**src/rtl/spi_io_pkg.sv**
```systemverilog
// Shared definitions for the SPI command engine.
//   - FSM state encoding used by spi_cmd_engine
//   - read/write flag values carried in bit 7 of the command byte
//   - default register address width and frame byte width
//   - frame shift helper
package spi_io_pkg;

    localparam int ADDR_W_DEF = 7;
    localparam int FRAME_W    = 8;

    localparam logic RW_READ  = 1'b1;
    localparam logic RW_WRITE = 1'b0;

    // ST_HOLD parks a finished single-byte frame until chip select releases
    typedef enum logic [2:0] {
        ST_IDLE  = 3'd0,
        ST_CMD   = 3'd1,
        ST_WDATA = 3'd2,
        ST_RLOAD = 3'd3,
        ST_RDATA = 3'd4,
        ST_HOLD  = 3'd5
    } spi_state_e;

    // Shift a frame one place towards the MSB, filling with zero
    function automatic logic [FRAME_W-1:0] shl_frame(input logic [FRAME_W-1:0] v);
        return {v[FRAME_W-2:0], 1'b0};
    endfunction

endpackage

```
**src/rtl/spi_cmd_engine_if.sv**
```systemverilog
// Register-bus interface between the SPI command engine and the expander.
//   regAddr  : register address of the current access
//   regWdata : write data
//   regWr    : one-cycle write strobe
//   regRd    : one-cycle read strobe
//   regRdata : read data, valid the cycle after regRd
// master = engine side, slave = register file side.
interface spi_cmd_engine_if #(
    parameter int ADDR_W = spi_io_pkg::ADDR_W_DEF
) ();

    logic [ADDR_W-1:0]              regAddr;
    logic [spi_io_pkg::FRAME_W-1:0] regWdata;
    logic                           regWr;
    logic                           regRd;
    logic [spi_io_pkg::FRAME_W-1:0] regRdata;

    modport master (output regAddr, output regWdata, output regWr, output regRd,
                    input  regRdata);
    modport slave  (input  regAddr, input  regWdata, input  regWr, input  regRd,
                    output regRdata);

endinterface

```
**src/rtl/spi_pin_sync.sv**
```systemverilog
// Synchroniser and edge detector for one asynchronous SPI pin.
//   clk, rst : system clock, synchronous active-high reset
//   din      : asynchronous pin
//   rise     : one-cycle pulse on a synchronised 0->1 transition
//   fall     : one-cycle pulse on a synchronised 1->0 transition
// The chain resets to 0 so a pin already low at reset release produces no
// edge; a chip select held low through reset therefore cannot start a frame.
module spi_pin_sync #(
    parameter int SYNC_STAGES = 2
) (
    input  logic clk,
    input  logic rst,
    input  logic din,
    output logic rise,
    output logic fall
);

    logic [SYNC_STAGES-1:0] chain_q, chain_d;
    logic                   prev_q, prev_d;
    logic                   sync_s;

    // Next values of the synchroniser chain and the edge-history flop
    always_comb begin
        chain_d = {chain_q[SYNC_STAGES-2:0], din};
        prev_d  = chain_q[SYNC_STAGES-1];
    end

    // Synchroniser chain and delayed copy of its output
    always_ff @(posedge clk) begin
        if (rst) begin
            chain_q <= {SYNC_STAGES{1'b0}};
            prev_q  <= 1'b0;
        end else begin
            chain_q <= chain_d;
            prev_q  <= prev_d;
        end
    end

    assign sync_s = chain_q[SYNC_STAGES-1];
    assign rise   = sync_s & ~prev_q;
    assign fall   = ~sync_s & prev_q;

endmodule

```
**src/rtl/spi_cmd_engine.sv**
```systemverilog
// Oversampled SPI (mode 0) slave front-end issuing register bus accesses.
//   clk, rst       : system clock, synchronous active-high reset
//   sclk, en, mosi : asynchronous SPI pins (en active-low chip select)
//   miso, misoOe   : serial read data (MSB first) and its output enable
//   busy           : frame in progress
//   reg_bus        : register bus (address, write data, strobes, read data)
// Frame: command byte {rw, addr} followed by data bytes.
// Optional feature macro SPI_BURST_EN: when defined, every data byte advances
// the address and the frame may continue indefinitely; otherwise only the
// first data byte is acted on and the rest of the frame is ignored.
module spi_cmd_engine
    import spi_io_pkg::*;
#(
    parameter int SYNC_STAGES = 2,
    parameter int ADDR_W      = ADDR_W_DEF
) (
    input  logic             clk,
    input  logic             rst,
    input  logic             sclk,
    input  logic             en,
    input  logic             mosi,
    output logic             miso,
    output logic             misoOe,
    output logic             busy,
    spi_cmd_engine_if.master reg_bus
);

    localparam int CNT_W = $clog2(FRAME_W);
    localparam logic [CNT_W-1:0] CNT_LAST = CNT_W'(FRAME_W - 1);
`ifdef SPI_BURST_EN
    localparam logic BURST = 1'b1;
`else
    localparam logic BURST = 1'b0;
`endif

    spi_state_e             state_q, state_d;
    logic [CNT_W-1:0]       bit_cnt_q, bit_cnt_d;
    logic [FRAME_W-2:0]     rx_shift_q, rx_shift_d;
    logic [FRAME_W-1:0]     tx_shift_q, tx_shift_d;
    logic                   armed_q, armed_d;
    logic [ADDR_W-1:0]      reg_addr_q, reg_addr_d;
    logic [FRAME_W-1:0]     reg_wdata_q, reg_wdata_d;
    logic                   reg_wr_q, reg_wr_d;
    logic                   reg_rd_q, reg_rd_d;
    logic                   busy_q, busy_d;
    logic                   miso_q, miso_d;
    logic                   miso_oe_q, miso_oe_d;
    logic [SYNC_STAGES-1:0] mosi_sync_q, mosi_sync_d;

    logic                   mosi_s;
    logic                   sclk_rise_s, sclk_fall_s;
    logic                   en_rise_s, en_fall_s;
    logic                   byte_end_s;
    logic                   abort_s;
    logic [FRAME_W-1:0]     rx_byte_s;

    spi_pin_sync #(.SYNC_STAGES(SYNC_STAGES)) u_sclk_sync (
        .clk(clk), .rst(rst), .din(sclk), .rise(sclk_rise_s), .fall(sclk_fall_s)
    );

    spi_pin_sync #(.SYNC_STAGES(SYNC_STAGES)) u_en_sync (
        .clk(clk), .rst(rst), .din(en), .rise(en_rise_s), .fall(en_fall_s)
    );

    assign mosi_s     = mosi_sync_q[SYNC_STAGES-1];
    assign byte_end_s = (bit_cnt_q == CNT_LAST);
    assign rx_byte_s  = {rx_shift_q, mosi_s};
    assign abort_s    = en_rise_s && (state_q != ST_IDLE);

    // Frame deframing FSM: next state, shift registers and bus strobes
    always_comb begin
        state_d     = state_q;
        bit_cnt_d   = bit_cnt_q;
        rx_shift_d  = rx_shift_q;
        tx_shift_d  = tx_shift_q;
        armed_d     = armed_q;
        reg_addr_d  = reg_addr_q;
        reg_wdata_d = reg_wdata_q;
        reg_wr_d    = 1'b0;
        reg_rd_d    = 1'b0;
        mosi_sync_d = {mosi_sync_q[SYNC_STAGES-2:0], mosi};

        case (state_q)
            ST_IDLE: begin
                if (en_fall_s) begin
                    state_d   = ST_CMD;
                    bit_cnt_d = {CNT_W{1'b0}};
                end else begin
                    state_d = ST_IDLE;
                end
            end
            ST_CMD: begin
                if (sclk_rise_s && byte_end_s) begin
                    bit_cnt_d  = {CNT_W{1'b0}};
                    reg_addr_d = rx_byte_s[ADDR_W-1:0];
                    if (rx_byte_s[FRAME_W-1] == RW_READ) begin
                        state_d  = ST_RLOAD;
                        reg_rd_d = 1'b1;
                    end else begin
                        state_d = ST_WDATA;
                    end
                end else if (sclk_rise_s) begin
                    bit_cnt_d  = bit_cnt_q + CNT_W'(1);
                    rx_shift_d = rx_byte_s[FRAME_W-2:0];
                end else begin
                    state_d = ST_CMD;
                end
            end
            ST_WDATA: begin
                // Address advances after the strobe cycle so the strobe sees the old address
                if (BURST && reg_wr_q) begin
                    reg_addr_d = reg_addr_q + ADDR_W'(1);
                end else begin
                    reg_addr_d = reg_addr_q;
                end
                if (sclk_rise_s && byte_end_s) begin
                    bit_cnt_d   = {CNT_W{1'b0}};
                    reg_wdata_d = rx_byte_s;
                    reg_wr_d    = 1'b1;
                    state_d     = BURST ? ST_WDATA : ST_HOLD;
                end else if (sclk_rise_s) begin
                    bit_cnt_d  = bit_cnt_q + CNT_W'(1);
                    rx_shift_d = rx_byte_s[FRAME_W-2:0];
                end else begin
                    state_d = ST_WDATA;
                end
            end
            ST_RLOAD: begin
                // Stay through the strobe cycle; read data is valid the cycle after
                if (reg_rd_q) begin
                    state_d = ST_RLOAD;
                end else begin
                    tx_shift_d = reg_bus.regRdata;
                    bit_cnt_d  = {CNT_W{1'b0}};
                    armed_d    = 1'b0;
                    state_d    = ST_RDATA;
                end
            end
            ST_RDATA: begin
                // Only a fall that follows a rise of this byte shifts; this skips
                // the trailing fall of the previous byte seen after RLOAD.
                if (sclk_rise_s) begin
                    armed_d = 1'b1;
                end else if (sclk_fall_s && armed_q && byte_end_s) begin
                    armed_d    = 1'b0;
                    bit_cnt_d  = {CNT_W{1'b0}};
                    tx_shift_d = shl_frame(tx_shift_q);
                    if (BURST) begin
                        reg_addr_d = reg_addr_q + ADDR_W'(1);
                        reg_rd_d   = 1'b1;
                        state_d    = ST_RLOAD;
                    end else begin
                        state_d = ST_HOLD;
                    end
                end else if (sclk_fall_s && armed_q) begin
                    armed_d    = 1'b0;
                    bit_cnt_d  = bit_cnt_q + CNT_W'(1);
                    tx_shift_d = shl_frame(tx_shift_q);
                end else begin
                    state_d = ST_RDATA;
                end
            end
            ST_HOLD: begin
                state_d = ST_HOLD;
            end
            default: begin
                state_d = ST_IDLE;
            end
        endcase

        // Chip-select release wins over the FSM, but a write strobe computed
        // on the same cycle is kept.
        state_d   = abort_s ? ST_IDLE : state_d;
        bit_cnt_d = abort_s ? {CNT_W{1'b0}} : bit_cnt_d;
        reg_rd_d  = abort_s ? 1'b0 : reg_rd_d;

        busy_d    = (state_d != ST_IDLE);
        miso_oe_d = busy_d;
        miso_d    = (state_d == ST_RDATA) ? tx_shift_d[FRAME_W-1] : 1'b0;
    end

    // Engine state and registered outputs
    always_ff @(posedge clk) begin
        if (rst) begin
            state_q     <= ST_IDLE;
            bit_cnt_q   <= {CNT_W{1'b0}};
            rx_shift_q  <= {(FRAME_W-1){1'b0}};
            tx_shift_q  <= {FRAME_W{1'b0}};
            armed_q     <= 1'b0;
            reg_addr_q  <= {ADDR_W{1'b0}};
            reg_wdata_q <= {FRAME_W{1'b0}};
            reg_wr_q    <= 1'b0;
            reg_rd_q    <= 1'b0;
            busy_q      <= 1'b0;
            miso_q      <= 1'b0;
            miso_oe_q   <= 1'b0;
            mosi_sync_q <= {SYNC_STAGES{1'b0}};
        end else begin
            state_q     <= state_d;
            bit_cnt_q   <= bit_cnt_d;
            rx_shift_q  <= rx_shift_d;
            tx_shift_q  <= tx_shift_d;
            armed_q     <= armed_d;
            reg_addr_q  <= reg_addr_d;
            reg_wdata_q <= reg_wdata_d;
            reg_wr_q    <= reg_wr_d;
            reg_rd_q    <= reg_rd_d;
            busy_q      <= busy_d;
            miso_q      <= miso_d;
            miso_oe_q   <= miso_oe_d;
            mosi_sync_q <= mosi_sync_d;
        end
    end

    assign miso             = miso_q;
    assign misoOe           = miso_oe_q;
    assign busy             = busy_q;
    assign reg_bus.regAddr  = reg_addr_q;
    assign reg_bus.regWdata = reg_wdata_q;
    assign reg_bus.regWr    = reg_wr_q;
    assign reg_bus.regRd    = reg_rd_q;

endmodule

```
**src/flat_wrapper.sv**
```systemverilog
// flat-port wrapper written by rule: the top's interface ports become plain ports
module spi_cmd_engine_flat import spi_io_pkg::*;
#(
    parameter int SYNC_STAGES = 2,
    parameter int ADDR_W      = ADDR_W_DEF
)
  (clk, rst, sclk, en, mosi, miso, misoOe, busy, reg_bus_regAddr, reg_bus_regWdata, reg_bus_regWr, reg_bus_regRd, reg_bus_regRdata);
  spi_cmd_engine_if #(.ADDR_W(ADDR_W)) reg_bus_i ();
  input  logic clk;
  input  logic rst;
  input  logic sclk;
  input  logic en;
  input  logic mosi;
  output logic miso;
  output logic misoOe;
  output logic busy;
  output wire logic [$bits(reg_bus_i.regAddr)-1:0] reg_bus_regAddr;
  output wire logic [$bits(reg_bus_i.regWdata)-1:0] reg_bus_regWdata;
  output wire logic [$bits(reg_bus_i.regWr)-1:0] reg_bus_regWr;
  output wire logic [$bits(reg_bus_i.regRd)-1:0] reg_bus_regRd;
  input wire logic [$bits(reg_bus_i.regRdata)-1:0] reg_bus_regRdata;
  assign reg_bus_regAddr = reg_bus_i.regAddr;
  assign reg_bus_regWdata = reg_bus_i.regWdata;
  assign reg_bus_regWr = reg_bus_i.regWr;
  assign reg_bus_regRd = reg_bus_i.regRd;
  assign reg_bus_i.regRdata = reg_bus_regRdata;
  spi_cmd_engine #(.SYNC_STAGES(SYNC_STAGES), .ADDR_W(ADDR_W)) u_core (.clk(clk), .rst(rst), .sclk(sclk), .en(en), .mosi(mosi), .miso(miso), .misoOe(misoOe), .busy(busy), .reg_bus(reg_bus_i));
endmodule
```
**config.mk**
```make
export PLATFORM = sky130hd
export DESIGN_NAME = spi_cmd_engine_flat
export DESIGN_NICKNAME = d
export VERILOG_FILES = /design/src/rtl/spi_io_pkg.sv /design/src/rtl/spi_cmd_engine_if.sv /design/src/rtl/spi_pin_sync.sv /design/src/rtl/spi_cmd_engine.sv /design/src/flat_wrapper.sv
export SDC_FILE = /design/constraint.sdc
export NUM_CORES = 1
export LEC_CHECK = 0
export CAP_MARGIN = 20
export CORE_MARGIN = 3
export CORE_UTILIZATION = 47
export CTS_CLUSTER_DIAMETER = 150
export DETAILED_ROUTE_END_ITERATION = 8
export PLACE_DENSITY = 0.74
export SYNTH_ARGS = -nofsm -noshare
export SYNTH_HDL_FRONTEND = slang
export SYNTH_SLANG_ARGS = --single-unit
```
**constraint.sdc**
```tcl
create_clock -name clk -period 2.15 [get_ports clk]
set_clock_uncertainty 0.2 [all_clocks]
set_input_delay 0.645 -clock clk [delete_from_list [all_inputs] [get_ports clk]]
set_output_delay 0.645 -clock clk [all_outputs]
set_load 0.01 [all_outputs]
```
Word-level counts from Yosys, hierarchy flattened
Index checks and enable logic that the tools add are counted.
- bits in writable memories: 0
- output and inout port bits: 20
- memories: 0
- latch bits: 0
- register bits after elaboration: 49
- memory bits (read-only): 0
- bits of input ports: 13
- word-level logic and storage cells: 95
- multipliers: 0
- reductions and logical operators: 20
- divide/modulo/power cells: 0
- order comparisons: 0
- bitwise logic cells: 12
- mux-type cells: 32
- shift-type cells: 0
- equal/unequal tests: 13
- $add $sub $neg: 1
- operators by type and width (cell ; count):
    2-to-1 mux 3 bit ; 16
    2-to-1 mux 8 bit ; 4
    one-hot mux 3 bit (6 select lines) ; 1
    one-hot mux 8 bit (2 select lines) ; 1
    equality test 3 bit, second input constant ; 4
    one-hot mux 3 bit (4 select lines) ; 1
    2-to-1 mux 1 bit ; 8
    inverter 1 bit ; 8
    OR reduction 2 bit ; 4
    equality test 3 x 2 -> 1 bit, second input constant ; 2
    != test 3 x 1 -> 1 bit, second input constant ; 2
    AND reduction 3 bit ; 2
    AND reduction 6 bit ; 1
    nonzero test 3 bit ; 2
    bitwise AND 1 bit ; 4
    logical AND 1 bit ; 4
    != test 2 bit, second input constant ; 2
    != test 4 x 1 -> 1 bit, second input constant ; 1
    AND reduction 2 bit ; 2
    AND reduction 4 bit ; 1
    nonzero test 4 bit ; 1
    OR reduction 4 bit ; 1
    adder 3 x 1 -> 3 bit, second input constant ; 1
    equality test 3 x 1 -> 1 bit, second input constant ; 1
    4 further kinds ; 4

Depth between registers and ports, before layout
- depth in word-level cells: 11
- gate-level depth with buffers: 8
- gate-level depth less buffers: 7

Cells and area by module
From an unflattened synthesis, not the netlist that was laid out.
- cells, all modules: 221
- area total of the unflattened synthesis: 2042.0 um2
- by module, submodules not included (module ; cells an instance ; seq. area each (um2) ; instances ; area each (um2)):
    spi_cmd_engine ; 205 ; 860.8 ; 1 ; 1859.3
    spi_pin_sync ; 8 ; 60.1 ; 2 ; 91.3

Least setup slack after synthesis
Ideal clock, no wire load.
- path type: register to register
- start point: reg u_core.bit_cnt_q[0]
- end point: reg u_core.busy_q (netlist: u_core.busy)
- path buffers: 1
- data required time: 1.830 ns
- data arrival time: 1.920 ns
- clock period less this slack: 2.239 ns
- path slack: -0.089 ns
- stages on the path, launching flop included: 9
- path through: dfxtp_1 ha_1 ha_1 and4bb_2 buf_2 nand2b_1 a22o_1 a311o_1 o31a_1
- cells in the longest elaborated chain, start to end: 7
- ends and longest elaborated chain (element ; line ; RTL):
    start, declared ; spi_cmd_engine.sv:37 ; logic [CNT_W-1:0] bit_cnt_q, bit_cnt_d;
    start signal, assigned ; spi_cmd_engine.sv:186 ; bit_cnt_q <= {CNT_W{1'b0}};
    start signal, assigned ; spi_cmd_engine.sv:200 ; bit_cnt_q <= bit_cnt_d;
    equality test 3 bit * ; spi_cmd_engine.sv:66 ; assign byte_end_s = (bit_cnt_q == CNT_LAST);
    logical AND 1 bit ; spi_cmd_engine.sv:144 ; end else if (sclk_fall_s && armed_q && byte_end_s) begin
    2-to-1 mux 3 bit ; spi_cmd_engine.sv:144 ;
    2-to-1 mux 3 bit ; spi_cmd_engine.sv:142 ; if (sclk_rise_s) begin
    one-hot mux 3 bit (6 select lines) * ; spi_cmd_engine.sv:83 ; case (state_q)
    2-to-1 mux 3 bit * ; spi_cmd_engine.sv:173 ; state_d = abort_s ? ST_IDLE : state_d;
    nonzero test 3 bit * ; spi_cmd_engine.sv:177 ; busy_d = (state_d != ST_IDLE);
    end signal, assigned ; spi_cmd_engine.sv:208 ; busy_q <= busy_d;
    end, declared ; spi_cmd_engine.sv:45 ; logic busy_q, busy_d;
Mark *: on every way between the ends. The rest lies on a longest branch, timed or not.
A chain may end at the register's enable or synchronous reset.

Worst setup path after layout
- start point: reg u_core.bit_cnt_q[1]
- end point: reg u_core.busy_q (netlist: u_core.busy)
Same word-level chain as after synthesis.

==> flow_metrics.py <==
metrics = {
    "route": {
        "route.detailed.drc": 0,
        "firstDrtPassIters": 4,
        "viasPerCell": 5.25,
        "wl_per_cell_um": 13.0,
        "routed_wl_mm": 3.76,
        "drt_iter0_drc": 101,
        "via_count": 1523,
        "ant_nets": 0,
    },
    "global_routing": {
        "grt_pass1_vias": 1389,
        "antenna_found_initial": 0,
        "grt_max_degree": 33,
        "grt-ovfl-total": 0,
        "busiest_layer": "met2",
        "grt_pass1_wl_mm": 6.44,
        "grtUsageMet3": 0.0384,
        "grt_usage": 0.159,
        "met2_usage": 0.237,
        "met1_usage": 0.223,
    },
    "power": {
        "swShare": 0.212,
        "p_int_mw": 1.31,
        "power_frac_clock": 0.407,
        "irDropWorstVdd_v": 0.000450,
        "power.switching_mw": 0.352,
        "p_leak_nw": 1.08,
        "powerDensity_mw_per_mm2": 652,
        "p_seq_frac": 0.554,
        "combPwrFrac": 0.039,
    },
    "synthesis": {
        "synthFlopType": "dfxtp_1",
        "async_flop_share": 0,
        "synth.cell_area_mm2": 0.00197,
        "synth_compound_area_frac": 0.134,
        "synthMuxAreaShare": 0.107,
        "synthDistinctLibCells": 42,
        "ys_warn_count": 0,
        "postSynthNetCount": 218,
        "synth_area_per_cell_um2": 9.70,
        "synth-edff-count": 0,
        "synth_xor_area_frac": 0.00445,
        "synth-simple-area-share": 0.208,
        "synthAdderAreaFrac": 0.0127,
        "syn_inst": 203,
        "synth_top_family_by_area": "simple AND/OR/NAND/NOR gates",
        "ys_ff_latch": 49,
        "yosysSeqAreaShare": 0.498,
    },
    "cells_and_area": {
        "fillers": 340,
        "final_layout_size_suffix_gt1_frac": 0.136,
        "num_antenna_cells": 0,
        "design_area_mm2": 0.00254,
        "layout_commonest_cell": "dfxtp_1",
        "syn_to_final_growth_pct": 29.0,
        "final_cell_mix": "dfxtp_1, clkdlybuf4s50_1, nor2_1",
        "nNetsFinal": 256,
    },
    "placed_design": {
        "placed_area_mm2": 0.00239,
        "gp_congestion": 0.881,
        "place_ws_ns": 0.0370,
        "io_buffers": 32,
        "dp.final_hpwl_mm": 2.61,
    },
    "cts": {
        "clkSinkCount": 49,
        "clockRootBuffer": "clkbuf_8",
        "clk_pin_slew_ns": 0.10,
        "cts_resized": 1,
        "numCtsBuffers": 5,
        "clock_latency_ns": 0.31,
        "cts_buffer_depth": 2,
        "cts_hold_buf": 0,
        "cts_setup_buffers": 0,
        "cts_tree": "yes",
        "h-tree-depth": 2,
    },
    "die": {
        "core_area_mm2": 0.00385,
        "start_util": 0.511,
        "die_h_um": 70.7,
        "fp.dieW_um": 70.7,
        "pin_count": 33,
        "die_area_mm2": 0.00500,
        "rows": 22,
    },
    "run": {
        "maxCapViolations": 0,
    },
    "timing": {
        "period_needed_ns": 2.09,
        "tightest_slew_ns": 0.523,
        "report.final.slew_viol_count": 0,
        "setup_slack_ns": 0.0625,
        "rsz0062_at_grt": "no",
        "finalSetupViolations": 0,
        "timing.fmax_mhz": 479,
        "finalSetupTns_ns": 0,
        "max_slew_margin": 0.650,
        "hold_violations": 0,
        "post-route-period-util": 0.971,
    },
    "critical_path": {
        "critical_path_arrival_ns": 2.09,
        "cp.required_ns": 2.15,
        "worst-path-max-fanout": 3,
        "cp-start-kind": "register",
        "end_kind": "register",
        "path_class": "register to register",
    },
    "worst_hold_path": {
        "hp-class": "register to register",
    },
    "outcome": {
        "outcome": "finished clean",
    },
}
## per-stage QoR
step,utilization,hold slack [ns],std cells,power [mW]
3_5_place_dp,0.621,0.221,282,1.01
3_3_place_gp,0.621,0.222,282,1.00
6_report,0.659,0.239,290,1.66
2_1_floorplan,-,0.214,203,0.972
4_1_cts,0.652,0.244,290,1.68
5_1_grt,0.659,0.256,290,1.72
## power by group through the flow
stage          Sequential [mW]  Clock, mW  Combinational (mW)
6_report                 0.919      0.674              0.0645
3_3_place_gp             0.941          0              0.0637
4_1_cts                  0.920      0.692              0.0651
2_1_floorplan            0.939          0              0.0327
5_1_grt                  0.921      0.731              0.0708
3_5_place_dp             0.941          0              0.0648
## metal layers
layer | vias up | share of wire
li1 | 782 | -
met1 | 700 | 0.48
met2 | 34 | 0.46
met3 | 7 | 0.039
met4 | 0 | 0.016
met5 | - | 0
## final cells by class
cell class                      count  area (um2)  share of cell area
Sequential cell                    49         986               0.388
Multi-Input combinational cell    140         943               0.371
Clock inverter                      3        50.0              0.0197
Timing Repair Buffer               42         420               0.166
Clock buffer                        5        68.8              0.0271
Inverter                            3        11.3             0.00443
Tap cell                           48        60.1              0.0236
## path summary, 6_finish.rpt
| path | from | endpoint | slack, ns | cells after the start |
|---|---|---|---|---|
| max reg2reg | u_core.bit_cnt_q[1] | u_core.busy | 0.06 | 7 |
| min | u_core.u_sclk_sync.chain_q[0] | u_core.u_sclk_sync.chain_q[1] | 0.24 | 1 |
| max | u_core.bit_cnt_q[1] | u_core.busy | 0.06 | 7 |
| min reg2reg | u_core.u_sclk_sync.chain_q[0] | u_core.u_sclk_sync.chain_q[1] | 0.24 | 1 |
## cells by family (layout without fill, tap and decap cells)
group	count (synthesis)	after routing
adders and majority gates	2	2
muxes	21	21
AOI/OAI and AO/OA	36	36
buffers and inverters	14	53
xor gates and xnor gates	1	1
and+or+nand+nor	80	80
DFF	49	49
## worst max-delay path: stages (launching register included)
cell	delay (ns)
dfxtp_1	0.38
ha_4	0.16
ha_4	0.13
and4bb_2	0.26
nand2b_1	0.08
a22o_1	0.21
a311o_1	0.28
o31a_1	0.29
## synth_stat cells (2+ instances only)
master	n	area share
ha_1	2	0.013
inv_1	3	0.0057
mux2i_1	21	0.11
nor3_1	2	0.0051
nand3_1	4	0.010
a22oi_1	8	0.030
buf_4	2	0.0076
o21ai_0	3	0.0076
and4bb_2	2	0.013
clkbuf_1	5	0.0095
nor2_1	31	0.059
nand2_1	17	0.032
dfxtp_1	49	0.50
buf_2	3	0.0076
a21oi_1	13	0.033
nor2b_1	11	0.035
and2_1	2	0.0064
## state kept, by name (all words and copies together), names as in the netlist
register	flops
u_core.state_q	3
u_core.tx_shift_q	8
u_core.reg_bus.regAddr	7
u_core.u_sclk_sync.prev_q	1
u_core.bit_cnt_q	3
u_core.u_en_sync.prev_q	1
u_core.reg_bus.regRd	1
u_core.reg_bus.regWr	1
u_core.u_sclk_sync.chain_q	2
u_core.u_en_sync.chain_q	2
u_core.miso	1
u_core.busy	1
u_core.reg_bus.regWdata	8
u_core.armed_q	1
u_core.rx_shift_q	7
u_core.mosi_sync_q	2
No activity file was read; power rests on OpenSTA's default activity.
